## config.mk

```make
export PLATFORM = sky130hd
export DESIGN_NAME = id_ex_stage
export DESIGN_NICKNAME = d
export VERILOG_FILES = /design/src/rtl/id_ex_stage_pkg.sv /design/src/rtl/id_ex_stage_load_use_detect.sv /design/src/rtl/id_ex_stage.sv
export SDC_FILE = /design/constraint.sdc
export NUM_CORES = 1
export LEC_CHECK = 0
export BUFFER_PORTS_ARGS = -buffer_cell sky130_fd_sc_hd__buf_2
export CAP_MARGIN = 20
export CELL_PAD_IN_SITES_DETAIL_PLACEMENT = 1
export CELL_PAD_IN_SITES_GLOBAL_PLACEMENT = 2
export CORE_MARGIN = 5
export CORE_UTILIZATION = 26
export DETAILED_ROUTE_END_ITERATION = 16
export PLACE_DENSITY_LB_ADDON = 0.1
export SYNTH_ARGS = -nofsm -noshare
export SYNTH_HDL_FRONTEND = slang
export SYNTH_SLANG_ARGS = --single-unit
export TNS_END_PERCENT = 10
```

## constraint.sdc

```tcl
create_clock -name clk -period 3.2 [get_ports clk]
set_input_delay 0 -clock clk [delete_from_list [all_inputs] [get_ports clk]]
set_output_delay 0 -clock clk [all_outputs]
set_load 0.02 [all_outputs]
```

## src/rtl/id_ex_stage_pkg.sv

```systemverilog
// -----------------------------------------------------------------------------
// id_ex_stage_pkg
// Shared definitions for the decode / ID-EX / forwarding slice of the pipeline:
// field widths, ALU operation encodings, the link-register constant, the EX
// pipeline register layout and small helper functions used by several blocks.
// -----------------------------------------------------------------------------
package id_ex_stage_pkg;

    localparam int REG_ADDR_W  = 5;
    localparam int DATA_W      = 32;
    localparam int ALUOP_W     = 4;
    localparam int STALL_CNT_W = 16;

    // Destination of jump-and-link style instructions.
    localparam logic [REG_ADDR_W-1:0] LINK_REG = 5'd31;
    // Hard-wired zero register: writes to it are discarded.
    localparam logic [REG_ADDR_W-1:0] ZERO_REG = 5'd0;

    localparam logic [STALL_CNT_W-1:0] STALL_CNT_MAX = 16'hFFFF;

    // ALU operation encodings shared with decode and the EX ALU.
    typedef enum logic [ALUOP_W-1:0] {
        ALU_ADD  = 4'd0,
        ALU_SUB  = 4'd1,
        ALU_AND  = 4'd2,
        ALU_OR   = 4'd3,
        ALU_XOR  = 4'd4,
        ALU_NOR  = 4'd5,
        ALU_SLT  = 4'd6,
        ALU_SLTU = 4'd7,
        ALU_SLL  = 4'd8,
        ALU_SRL  = 4'd9,
        ALU_SRA  = 4'd10,
        ALU_LUI  = 4'd11,
        ALU_ADDU = 4'd12,
        ALU_SUBU = 4'd13,
        ALU_PASS = 4'd14,
        ALU_NOP  = 4'd15
    } aluop_e;

    // Control bits carried into EX.
    typedef struct packed {
        logic   regwrite;
        logic   memread;
        logic   memwrite;
        logic   memtoreg;
        logic   alusrc;
        logic   jback;
        aluop_e aluop;
    } ex_ctrl_t;

    // Complete ID/EX pipeline register contents.
    typedef struct packed {
        logic                  valid;
        logic [REG_ADDR_W-1:0] rs;
        logic [REG_ADDR_W-1:0] rt;
        logic [REG_ADDR_W-1:0] wbadd;
        logic [DATA_W-1:0]     rdata1;
        logic [DATA_W-1:0]     rdata2;
        logic [DATA_W-1:0]     imm;
        ex_ctrl_t              ctrl;
    } ex_reg_t;

    // A bubble is the all-zero register image.
    localparam ex_reg_t EX_BUBBLE = '0;

    // Destination register selection: link beats rd beats rt.
    function automatic logic [REG_ADDR_W-1:0] resolve_wbadd(
        input logic                  jback,
        input logic                  regdst,
        input logic [REG_ADDR_W-1:0] rd,
        input logic [REG_ADDR_W-1:0] rt
    );
        logic [REG_ADDR_W-1:0] wb;
        if (jback) begin
            wb = LINK_REG;
        end else if (regdst) begin
            wb = rd;
        end else begin
            wb = rt;
        end
        return wb;
    endfunction

    // Saturating increment for the stall statistics counter.
    function automatic logic [STALL_CNT_W-1:0] sat_inc(
        input logic [STALL_CNT_W-1:0] value
    );
        logic [STALL_CNT_W-1:0] res;
        if (value == STALL_CNT_MAX) begin
            res = value;
        end else begin
            res = value + 16'd1;
        end
        return res;
    endfunction

endpackage

```

## src/rtl/id_ex_stage_load_use_detect.sv

```systemverilog
// -----------------------------------------------------------------------------
// load_use_detect
// Purely combinational load-use hazard detector. Raises stall_o when the load
// currently in EX writes a register that the instruction in ID reads.
//
// Ports
//   rst_i          synchronous reset (stall is suppressed while asserted)
//   flush_i        redirect; kills ID, so no stall is needed
//   id_valid_i     ID holds a valid instruction
//   id_rs_i        ID source register 1
//   id_rt_i        ID source register 2
//   id_use_rt_i    ID instruction actually reads rt
//   ex_valid_i     EX holds a valid instruction
//   ex_memread_i   EX instruction is a load
//   ex_wbadd_i     EX destination register
//   stall_o        hold PC and IF/ID, insert a bubble into EX
// -----------------------------------------------------------------------------
module load_use_detect
    import id_ex_stage_pkg::*;
(
    input  logic                  rst_i,
    input  logic                  flush_i,
    input  logic                  id_valid_i,
    input  logic [REG_ADDR_W-1:0] id_rs_i,
    input  logic [REG_ADDR_W-1:0] id_rt_i,
    input  logic                  id_use_rt_i,
    input  logic                  ex_valid_i,
    input  logic                  ex_memread_i,
    input  logic [REG_ADDR_W-1:0] ex_wbadd_i,
    output logic                  stall_o
);

    logic ex_is_load_s;
    logic rs_match_s;
    logic rt_match_s;

    // A load targeting $0 never produces a value anyone must wait for.
    assign ex_is_load_s = ex_valid_i & ex_memread_i & (ex_wbadd_i != ZERO_REG);
    assign rs_match_s   = (ex_wbadd_i == id_rs_i);
    assign rt_match_s   = id_use_rt_i & (ex_wbadd_i == id_rt_i);

    // Flush and reset both discard the ID instruction, so they mask the hazard.
    assign stall_o = id_valid_i & ex_is_load_s & (rs_match_s | rt_match_s)
                     & ~flush_i & ~rst_i;

endmodule

```

## src/rtl/id_ex_stage.sv

```systemverilog
// -----------------------------------------------------------------------------
// id_ex_stage
// ID->EX pipeline register with load-use interlock. Each clock the EX register
// takes either the ID instruction (destination register resolved beforehand)
// or a bubble. A bubble is inserted on flush, on load-use stall and when ID is
// empty. A saturating counter records the number of stall cycles.
//
// Ports
//   clk, rst                     clock, synchronous active-high reset
//   id_valid                     ID holds a valid instruction
//   id_rs/id_rt/id_rd            decoded register fields
//   id_rdata1/id_rdata2/id_imm   operands
//   id_regwrite..id_use_rt       decoded control bits
//   id_aluop                     ALU operation
//   flush                        redirect, kill the ID instruction
//   ex_*                         registered EX-stage contents
//   stall                        combinational load-use stall request
//   stall_cnt                    saturating count of stall cycles
// -----------------------------------------------------------------------------
module id_ex_stage
    import id_ex_stage_pkg::*;
(
    input  logic        clk,
    input  logic        rst,
    input  logic        id_valid,
    input  logic [4:0]  id_rs,
    input  logic [4:0]  id_rt,
    input  logic [4:0]  id_rd,
    input  logic [31:0] id_rdata1,
    input  logic [31:0] id_rdata2,
    input  logic [31:0] id_imm,
    input  logic        id_regwrite,
    input  logic        id_memread,
    input  logic        id_memwrite,
    input  logic        id_memtoreg,
    input  logic        id_alusrc,
    input  logic        id_regdst,
    input  logic        id_jback,
    input  logic        id_use_rt,
    input  logic [3:0]  id_aluop,
    input  logic        flush,
    output logic        ex_valid,
    output logic [4:0]  ex_rs,
    output logic [4:0]  ex_rt,
    output logic [4:0]  ex_wbadd,
    output logic [31:0] ex_rdata1,
    output logic [31:0] ex_rdata2,
    output logic [31:0] ex_imm,
    output logic        ex_regwrite,
    output logic        ex_memread,
    output logic        ex_memwrite,
    output logic        ex_memtoreg,
    output logic        ex_alusrc,
    output logic        ex_jback,
    output logic [3:0]  ex_aluop,
    output logic        stall,
    output logic [15:0] stall_cnt
);

    ex_reg_t                  ex_q;
    ex_reg_t                  ex_d;
    logic [STALL_CNT_W-1:0]   stall_cnt_q;
    logic [STALL_CNT_W-1:0]   stall_cnt_d;
    logic                     stall_s;
    logic                     load_s;
    logic [REG_ADDR_W-1:0]    wbadd_s;

    load_use_detect u_load_use_detect (
        .rst_i        (rst),
        .flush_i      (flush),
        .id_valid_i   (id_valid),
        .id_rs_i      (id_rs),
        .id_rt_i      (id_rt),
        .id_use_rt_i  (id_use_rt),
        .ex_valid_i   (ex_q.valid),
        .ex_memread_i (ex_q.ctrl.memread),
        .ex_wbadd_i   (ex_q.wbadd),
        .stall_o      (stall_s)
    );

    assign wbadd_s = resolve_wbadd(id_jback, id_regdst, id_rd, id_rt);

    // The ID instruction advances only when valid, not killed and not stalled.
    assign load_s = id_valid & ~flush & ~stall_s;

    // Next EX register image: the ID instruction or a bubble.
    always_comb begin
        ex_d = EX_BUBBLE;
        if (load_s) begin
            ex_d.valid         = 1'b1;
            ex_d.rs            = id_rs;
            ex_d.rt            = id_rt;
            ex_d.wbadd         = wbadd_s;
            ex_d.rdata1        = id_rdata1;
            ex_d.rdata2        = id_rdata2;
            ex_d.imm           = id_imm;
            // A write to $0 is dropped here so later stages never see it.
            ex_d.ctrl.regwrite = id_regwrite & (wbadd_s != ZERO_REG);
            ex_d.ctrl.memread  = id_memread;
            ex_d.ctrl.memwrite = id_memwrite;
            ex_d.ctrl.memtoreg = id_memtoreg;
            ex_d.ctrl.alusrc   = id_alusrc;
            ex_d.ctrl.jback    = id_jback;
            ex_d.ctrl.aluop    = aluop_e'(id_aluop);
        end else begin
            ex_d = EX_BUBBLE;
        end
    end

    // Next stall counter value: count every stall cycle, never wrap.
    always_comb begin
        stall_cnt_d = stall_cnt_q;
        if (stall_s) begin
            stall_cnt_d = sat_inc(stall_cnt_q);
        end else begin
            stall_cnt_d = stall_cnt_q;
        end
    end

    // EX pipeline register and stall counter state.
    always_ff @(posedge clk) begin
        if (rst) begin
            ex_q        <= EX_BUBBLE;
            stall_cnt_q <= 16'd0;
        end else begin
            ex_q        <= ex_d;
            stall_cnt_q <= stall_cnt_d;
        end
    end

    assign ex_valid    = ex_q.valid;
    assign ex_rs       = ex_q.rs;
    assign ex_rt       = ex_q.rt;
    assign ex_wbadd    = ex_q.wbadd;
    assign ex_rdata1   = ex_q.rdata1;
    assign ex_rdata2   = ex_q.rdata2;
    assign ex_imm      = ex_q.imm;
    assign ex_regwrite = ex_q.ctrl.regwrite;
    assign ex_memread  = ex_q.ctrl.memread;
    assign ex_memwrite = ex_q.ctrl.memwrite;
    assign ex_memtoreg = ex_q.ctrl.memtoreg;
    assign ex_alusrc   = ex_q.ctrl.alusrc;
    assign ex_jback    = ex_q.ctrl.jback;
    assign ex_aluop    = ex_q.ctrl.aluop;
    assign stall       = stall_s;
    assign stall_cnt   = stall_cnt_q;

endmodule

```

### After elaboration in Yosys (flattened, before gate mapping)

Index checks and enable logic that the tools add are counted.

| word-level totals | value |
|---|---|
| flip-flop bits (word level) | 138 |
| bits in latches | 0 |
| memory bits (writable) | 0 |
| ROM bits | 0 |
| input bits | 127 |
| output and inout port bits | 139 |
| memories kept | 0 |

| operators by class | value |
|---|---|
| add/subtract/negate cells | 1 |
| multipliers | 0 |
| divide/modulo/power cells | 0 |
| magnitude comparators | 0 |
| eq/ne operators | 3 |
| shift-type cells | 0 |
| multiplexer cells | 3 |
| bitwise gates (word level) | 16 |
| reductions and logical operators | 4 |

Operators by type and width:

| operator | count |
|---|---|
| 2-to-1 mux 122 bit | 1 |
| adder 16 x 1 -> 16 bit, second input constant | 1 |
| == test 16 bit, second input constant | 1 |
| AND 1 bit | 10 |
| == test 5 bit | 2 |
| 2-to-1 mux 5 bit | 2 |
| nonzero test 5 bit | 2 |
| inverter 1 bit | 5 |
| AND reduction 2 bit | 1 |
| OR reduction 2 bit | 1 |
| OR 1 bit | 1 |

### Depth between registers and ports, before layout

Gate-level depths: netlist of run 1.

| depth | value |
|---|---|
| depth in word-level cells | 10 |
| depth in mapped cells | 8 |

### Cells and area by module

Synthesis of run 1 repeated with hierarchy kept, for this count alone.

| unflattened totals | value |
|---|---|
| cell total of the unflattened synthesis | 390 |
| area, all modules | 4,375.4 µm² |

Modules (own cells, without submodules):

| module | times used | cells each | area each (µm²) |
|---|---|---|---|
| id_ex_stage | 1 | 371 | 4,232.8 |
| load_use_detect | 1 | 19 | 142.6 |

### Worst setup path before layout of run 1

Ideal clock, no wire load.

| timing path | value |
|---|---|
| kind | register to register |
| start point | register ex_q, in the netlist ex_wbadd[0] |
| end point | register stall_cnt_q[1] (netlist: stall_cnt[1]) |
| library setup time | 123 ps |
| arrival | 1,819 ps |
| required time | 3,077 ps |
| slack | 1,258 ps |
| cell stages (with the launch flop) | 7 |
| path buffers | 1 |
| period minus slack after synthesis | 1,942 ps |
| cell sequence | dfxtp_1 > or4_1 > o2111a_1 > nand2_2 > buf_6 > nor2_1 > mux2_1 |

| between the ends | value |
|---|---|
| longest elaborated chain between the ends | 7 |
| elaborated cells between the ends (all ways) | 11 |
| classes of those cells | eq/ne: 2; bitwise: 7; reduce/logical: 2 |

Ends and longest elaborated chain:

| what | line | RTL |
|---|---|---|
| from (decl) | id_ex_stage.sv:60 | `ex_reg_t ex_q;` |
| from (signal assigned) | id_ex_stage.sv:123 | `ex_q <= EX_BUBBLE;` |
| from (signal assigned) | id_ex_stage.sv:126 | `ex_q <= ex_d;` |
| == test 5 bit / nonzero test 5 bit (equally long branches) | id_ex_stage_load_use_detect.sv:40, id_ex_stage_load_use_detect.sv:38 |  |
| AND 1 bit (on tied branches) | id_ex_stage_load_use_detect.sv:40, id_ex_stage_load_use_detect.sv:38 |  |
| OR 1 bit / AND 1 bit (equally long branches) | id_ex_stage_load_use_detect.sv:43 | `assign stall_o = id_valid_i & ex_is_load_s & (rs_match_s \| rt_match_s)` |
| AND 1 bit * | id_ex_stage_load_use_detect.sv:43 |  |
| AND 1 bit * (2 in a row) | id_ex_stage_load_use_detect.sv:44 | `& ~flush_i & ~rst_i;` |
| AND reduction 2 bit (no line) * | - |  |
| to (signal assigned) | id_ex_stage.sv:127 | `stall_cnt_q <= stall_cnt_d;` |
| to (decl) | id_ex_stage.sv:62 | `logic [STALL_CNT_W-1:0] stall_cnt_q;` |

Mark *: on every way between the ends. The rest lies on a longest branch, timed or not.
A chain may end at the register's enable or synchronous reset.

### Worst setup path in the final report of run 1

| timing path | value |
|---|---|
| start point | register ex_q, in the netlist ex_wbadd[1] |
| end point | register ex_q, in the netlist ex_regwrite |

| between the ends | value |
|---|---|
| longest elaborated chain between the ends | 10 |
| elaborated cells between the ends (all ways) | 14 |
| classes of those cells | eq/ne: 2; bitwise: 10; reduce/logical: 2 |

Ends and longest elaborated chain:

| what | line | RTL |
|---|---|---|
| == test 5 bit / nonzero test 5 bit (equally long branches) | id_ex_stage_load_use_detect.sv:40, id_ex_stage_load_use_detect.sv:38 |  |
| AND 1 bit (on tied branches) | id_ex_stage_load_use_detect.sv:40, id_ex_stage_load_use_detect.sv:38 |  |
| OR 1 bit / AND 1 bit (equally long branches) | id_ex_stage_load_use_detect.sv:43 |  |
| AND 1 bit * | id_ex_stage_load_use_detect.sv:43 |  |
| AND 1 bit * (2 in a row) | id_ex_stage_load_use_detect.sv:44 |  |
| inverter 1 bit * | id_ex_stage.sv:84 | `assign load_s = id_valid & ~flush & ~stall_s;` |
| AND 1 bit * | id_ex_stage.sv:84 |  |
| inverter 1 bit (no line) * | - |  |
| OR reduction 2 bit (no line) * | - |  |

Marked as above.

==> results of run 1 <==
cell families after synthesis:
kind of cell,count (synthesis),share of synthesized area (%)
compound gates,33,5.13
xor+xnor,10,1.98
fa+ha+maj,1,0.283
buf+inv,23,3.17
flops,138,62.6
mux,4,1.02
simple gates,187,25.8
final timing paths:
check,startpoint,to,slack (ns),cells after the start
worst min-delay path,flush,ex_wbadd[0],0.02,4
worst max register to register,ex_wbadd[1],ex_regwrite,0.47,8
worst max-delay path,ex_wbadd[1],ex_regwrite,0.47,8
worst min register to register,stall_cnt[11],stall_cnt[11],0.52,2
cell type report:
| class | instances | area, um^2 |
|---|---|---|
| fillers | 1886 | 8840 |
| flip-flops and latches | 138 | 2760 |
| repair buffers | 399 | 2660 |
| multi-input cells | 235 | 1510 |
| clock buffers | 20 | 457 |
| well taps | 220 | 275 |
| clock inverters | 12 | 113 |
| inverters | 4 | 17.5 |
| diodes | 1 | 2.50 |
tightest hold or removal path: cells and delay by family:
family / cells / cell delay [ns]
AOI/OAI and AO/OA: 1 / 0.14
buffers and inverters: 1 / 0.09
and+or+nand+nor: 2 / 0.15
Yosys cell counts (2+ instances only):
| cell type | count |
|---|---|
| and4_1 | 3 |
| or3_1 | 3 |
| nand3_1 | 4 |
| mux2_2 | 3 |
| and2_1 | 117 |
| nor3_1 | 4 |
| buf_2 | 4 |
| a211oi_1 | 5 |
| nand4_1 | 8 |
| inv_1 | 3 |
| nor4_1 | 4 |
| clkbuf_2 | 7 |
| clkbuf_1 | 3 |
| nor2b_1 | 9 |
| o31ai_1 | 8 |
| o21ai_0 | 4 |
| and3_1 | 2 |
| dfxtp_1 | 138 |
| nor2_1 | 12 |
| a21oi_1 | 11 |
| or4_1 | 10 |
| xor2_1 | 9 |
| nand2_1 | 7 |
| buf_6 | 5 |
stage by stage:
step                      total power, mW  hold slack, ns
final                                4.04          0.0217
after global routing                 4.21          0.0467
after CTS                            4.11          0.0174
after detailed placement             2.07           0.203
after global placement               2.06           0.199
after floorplan                      1.93           0.121
what timing repair did:
item	CTS	global route
hold buffers	131	0
gates resized for setup	0	0
hold endpoints to repair	126	0
state kept, by name, indices dropped and copies added, names as in the netlist:
name,flops
ex_rdata2,32
ex_alusrc,1
ex_rs,5
ex_wbadd,5
ex_valid,1
ex_regwrite,1
ex_memread,1
stall_cnt,16
ex_rt,5
ex_aluop,4
ex_jback,1
ex_memwrite,1
ex_imm,32
ex_memtoreg,1
ex_rdata1,32
layer usage:
layer	vias up	part of all wire [%]
li1	2113	-
met1	1963	37
met2	169	51
met3	18	10
met4	0	1.7
met5	-	0
report_power, final:
part | switching, mW | internal (mW)
clock | 0.770 | 1.12
sequential | 0.0128 | 1.76
combinational | 0.166 | 0.217
total | 0.949 | 3.10
==> impl_metrics.tcl, run 1 <==
set metrics [dict create \
    end_kind "register" \
    finalNonFillerCells 1029 \
    overflow 0 \
    clock_latency_ns 0.42 \
    critical-path-max-stage-delay_ns 0.54 \
    peakVddDrop_uv 356 \
    path_cells "xor2_1 > nor4_1 > a32oi_1 > buf_4 > o21ai_2 > inv_4 > and3_1 > dlygate4sd3_1" \
    grt_max_degree 58 \
    power.static_leakage_nw 3.81 \
    hold_viol 0 \
    io_buffers 265 \
    yosysUniqueCellTypes 37 \
    wl_per_cell_um 15.5 \
    synthArstFlopShare_pct 0 \
    fp.dieW_um 140 \
    cp_max_fo 57 \
    mostFrequentLayoutCells "265 x buf_2, 138 x dfxtp_1, 131 x dlygate4sd3_1" \
    drc 0 \
    row_count 47 \
    detailedRoute.firstIterationViolations 80 \
    post_cts_buffers 0 \
    mostFrequentLayoutCell "buf_2" \
    p_per_area_nw_per_um2 519 \
    vias_per_cell 4.14 \
    pin_count 266 \
    synthCells 396 \
    h-tree-depth 4 \
    clock_skew_ns 0.0106 \
    finalMaxSlewViolations 0 \
    fin_setup_tns_ns 0 \
    fin_ws_ns 0.474 \
    outcome "finished clean" \
    wirelength_um 16000 \
    cts.path.max_buffers 2 \
    antenna_found_initial 0 \
    place_ws_ns 0.704 \
    rsz0062_at_grt "false" \
    arrival_ns 3.03 \
    post-route-util_pct 46.9 \
    dpl_cell_area_um2 5920 \
    core_um2 16600 \
    crit_buf_inv 3 \
    initial_core_util_pct 26.5 \
    numCtsBuffers 17 \
    grtUsageMet2_pct 28.4 \
    ctsRootBufferMaster "clkbuf_16" \
    fmax_ghz 0.367 \
    yosys-top-cells-area "dfxtp_1 63%, and2_1 17%, xor2_1 1.8%" \
    synth_edf_count 0 \
    fin_crit_ns 2.73 \
    vias 4263 \
    ys.flop_type "dfxtp_1" \
    yosys.area.top_type_share_pct 62.6 \
    route.antenna.remaining_nets 0 \
    setup_viol 0 \
    gp_congestion 0.734 \
    clock_sinks 138 \
    cap_violations 0 \
    syn_to_final_growth_pct 76.7 \
    syn_avg_cell_area_um2 11.2 \
    ys_warn_count 0 \
    use_met3_pct 7.43 \
    hold_class "primary input to register" \
    path_clk_slew_ns 0.06 \
    worstSetupPathType "register to register" \
    worst_pin_slew_ns 0.465 \
    hpwl_um 11300 \
    slew-limit-headroom_pct 69.0 \
    syn_nets 524 \
    drive_gt1_share_pct 38.1 \
    final_nets 923 \
    dp_cells 865 \
    die_h_um 140 \
    yosysTopAreaCell "dfxtp_1" \
    dieArea_um2 19700 \
    ys_seq_area_share_pct 62.6 \
    critical_path.top_delay_family "buffers and inverters" \
    start_kind "register" \
    grtUsageTotal_pct 16.0 \
    grt_pass1_vias 4759 \
    design_area_um2 7800 \
    cts_tree "built" \
    crit_required_ns 3.50 \
    post-route-period-util_pct 85.2 \
    synth-seq-cells 138 \
    grt_first_pass_wirelength_um 24800 \
    drt_pass1_iterations 4 \
    syn_area_um2 4420 \
    slowest_stage "dlygate4sd3_1" \
    grt_use_met1_pct 16.5 \
    top_usage_layer "met2" \
]
No activity file was read; power rests on OpenSTA's default activity.
==> inputs of run 2 (changes only) <==
--- a/config.mk
+++ b/config.mk
@@ -5,7 +5,7 @@
 export SDC_FILE = /design/constraint.sdc
 export NUM_CORES = 1
 export LEC_CHECK = 0
-export BUFFER_PORTS_ARGS = -buffer_cell sky130_fd_sc_hd__buf_2
+export BUFFER_PORTS_ARGS = -buffer_cell sky130_fd_sc_hd__buf_4
 export CAP_MARGIN = 20
 export CELL_PAD_IN_SITES_DETAIL_PLACEMENT = 1
 export CELL_PAD_IN_SITES_GLOBAL_PLACEMENT = 2
==> impl_metrics.tcl, run 2 (synthesis gave the netlist of run 1 again) <==
set metrics [dict create \
    outcome "finished clean" \
    mostFrequentLayoutCell "buf_4" \
    initial_core_util_pct 26.5 \
    h-tree-depth 4 \
    p_int_mw 3.05 \
    grtUsageTotal_pct 16.5 \
    end_kind "register" \
    dp_cells 864 \
    worst_pin_slew_ns 0.498 \
    power.static_leakage_nw 3.88 \
    worstSetupPathType "register to register" \
    p_seq_share_pct 44.8 \
    arrival_ns 3.06 \
    route.antenna.remaining_nets 0 \
    wl_per_cell_um 16.1 \
    cp-endpoint "ex_regwrite" \
    wirelength_um 16600 \
    r2r_slack_ns 0.49 \
    p_clk_share_pct 43.7 \
    holdWs_ns 0.0114 \
    detailedRoute.firstIterationViolations 83 \
    final_nets 923 \
    clock_latency_ns 0.41 \
    fin_crit_ns 2.71 \
    rsz0062_at_grt "false" \
    finalMaxSlewViolations 0 \
    antenna_found_initial 0 \
    p_per_area_nw_per_um2 470 \
    crit-reg2reg-launch "ex_wbadd[0]" \
    hold_class "primary input to register" \
    cap_violations 0 \
    vias 4295 \
    cts.path.max_buffers 2 \
    clock_sinks 138 \
    crit_required_ns 3.55 \
    gp_congestion 0.712 \
    critical-path-max-stage-delay_ns 0.59 \
    regToRegEndpoint "ex_regwrite" \
    critPathLaunch "ex_wbadd[0]" \
    grt_pass1_vias 4894 \
    path_clk_slew_ns 0.06 \
    core_um2 16600 \
    dieArea_um2 19700 \
    finalNonFillerCells 1029 \
    vias_per_cell 4.17 \
    row_count 47 \
    slew-limit-headroom_pct 66.8 \
    grt_max_degree 62 \
    swShare_pct 23.2 \
    cts_tree "built" \
    syn_to_final_growth_pct 91.0 \
    fp.dieW_um 140 \
    p_comb_share_pct 11.5 \
    fin_setup_tns_ns 0 \
    peakVddDrop_uv 341 \
    post_cts_buffers 0 \
    slowest_stage "or4_1" \
    reg2reg_depth 6 \
    post-route-period-util_pct 84.8 \
    p_sw_mw 0.922 \
    mostFrequentLayoutCells "266 x buf_4, 138 x dfxtp_1, 132 x dlygate4sd3_1" \
    drt_pass1_iterations 4 \
    ctsRootBufferMaster "clkbuf_16" \
    cp_max_fo 61 \
    path_cells "or4_1 > o2111ai_2 > o21ai_2 > inv_4 > and3_1 > dlygate4sd3_1" \
    clock_skew_ns 0.0109 \
    start_kind "register" \
    finalPower_mw 3.97 \
    drive_gt1_share_pct 37.8 \
    hold_viol 0 \
    overflow 0 \
    fmax_ghz 0.369 \
    grt_first_pass_wirelength_um 25600 \
    drc 0 \
    io_buffers 265 \
    numCtsBuffers 17 \
    setup_viol 0 \
    die_h_um 140 \
    pin_count 266 \
    hpwl_um 11400 \
]
==> run 2: changes by cell type in the layout (fill, tap and decap cells not counted), moves of 2 or more <==
cell and change:
clkinv_4 +2, clkinvlp_4 +2, inv_6 -5, buf_4 +263, buf_2 -265
==> run 2: final cells by class <==
cell class | count | area [um^2]
tap | 220 | 275
sequential | 138 | 2760
clock inverter | 11 | 76.3
antenna | 2 | 5.00
timing repair buffer | 399 | 3340
multi-input combinational | 235 | 1510
fill | 1841 | 8210
inverter | 4 | 17.5
clock buffer | 20 | 447
==> run 2: worst max-delay path, delay by kind of cell (launching register included) <==
family                 cells  cell delay (ns)
AND/OR/NAND/NOR            2             0.82
flip-flops                 1             0.35
buffers and inverters      2             0.94
AO/OA/AOI/OAI              2             0.50
==> run 2: how the worst min path moves through the flow <==
| stage | from | endpoint | slack (ns) | cells past startpoint |
|---|---|---|---|---|
| after CTS | flush | ex_wbadd[3] | 0.004 | 4 |
| after global placement | id_aluop[3] | ex_aluop[3] | 0.20 | 2 |
| final | flush | ex_wbadd[3] | 0.01 | 4 |
| after floorplan | id_jback | ex_wbadd[0] | 0.12 | 2 |
| after detailed placement | id_imm[21] | ex_imm[21] | 0.21 | 2 |
| after global routing | flush | ex_wbadd[3] | 0.02 | 4 |
==> run 2: timing repair <==
| action | CTS | global route |
|---|---|---|
| resized for setup | 0 | 0 |
| hold buffers | 132 | 0 |
| hold endpoints to repair | 133 | 0 |
==> run 2: metal layers <==
layer / wire length, um / track usage [%] / part of all wire (%)
met1: 5980 / 17.0 / 36
met2: 8500 / 28.9 / 51
met3: 1640 / 7.77 / 9.9
met4: 474 / 6.99 / 2.9
met5: 0 / 0 / 0
==> run 2: power by group through the flow <==
stage	sequential, mW	combinational, mW	clock, mW
floorplan	1.86	0.0660	0
global placement	1.81	0.319	0
detailed placement	1.81	0.325	0
CTS	1.78	0.458	1.79
global route	1.78	0.490	1.88
finish	1.78	0.457	1.73
==> run 2: per-stage QoR <==
stage	area, um^2	setup slack, ns	util, %
3_3_place_gp	6590	0.907	39.6
3_5_place_dp	6590	0.775	39.6
5_1_grt	8430	0.349	50.7
6_report	8430	0.487	50.7
4_1_cts	8430	0.467	50.7
2_1_floorplan	4420	1.26	-
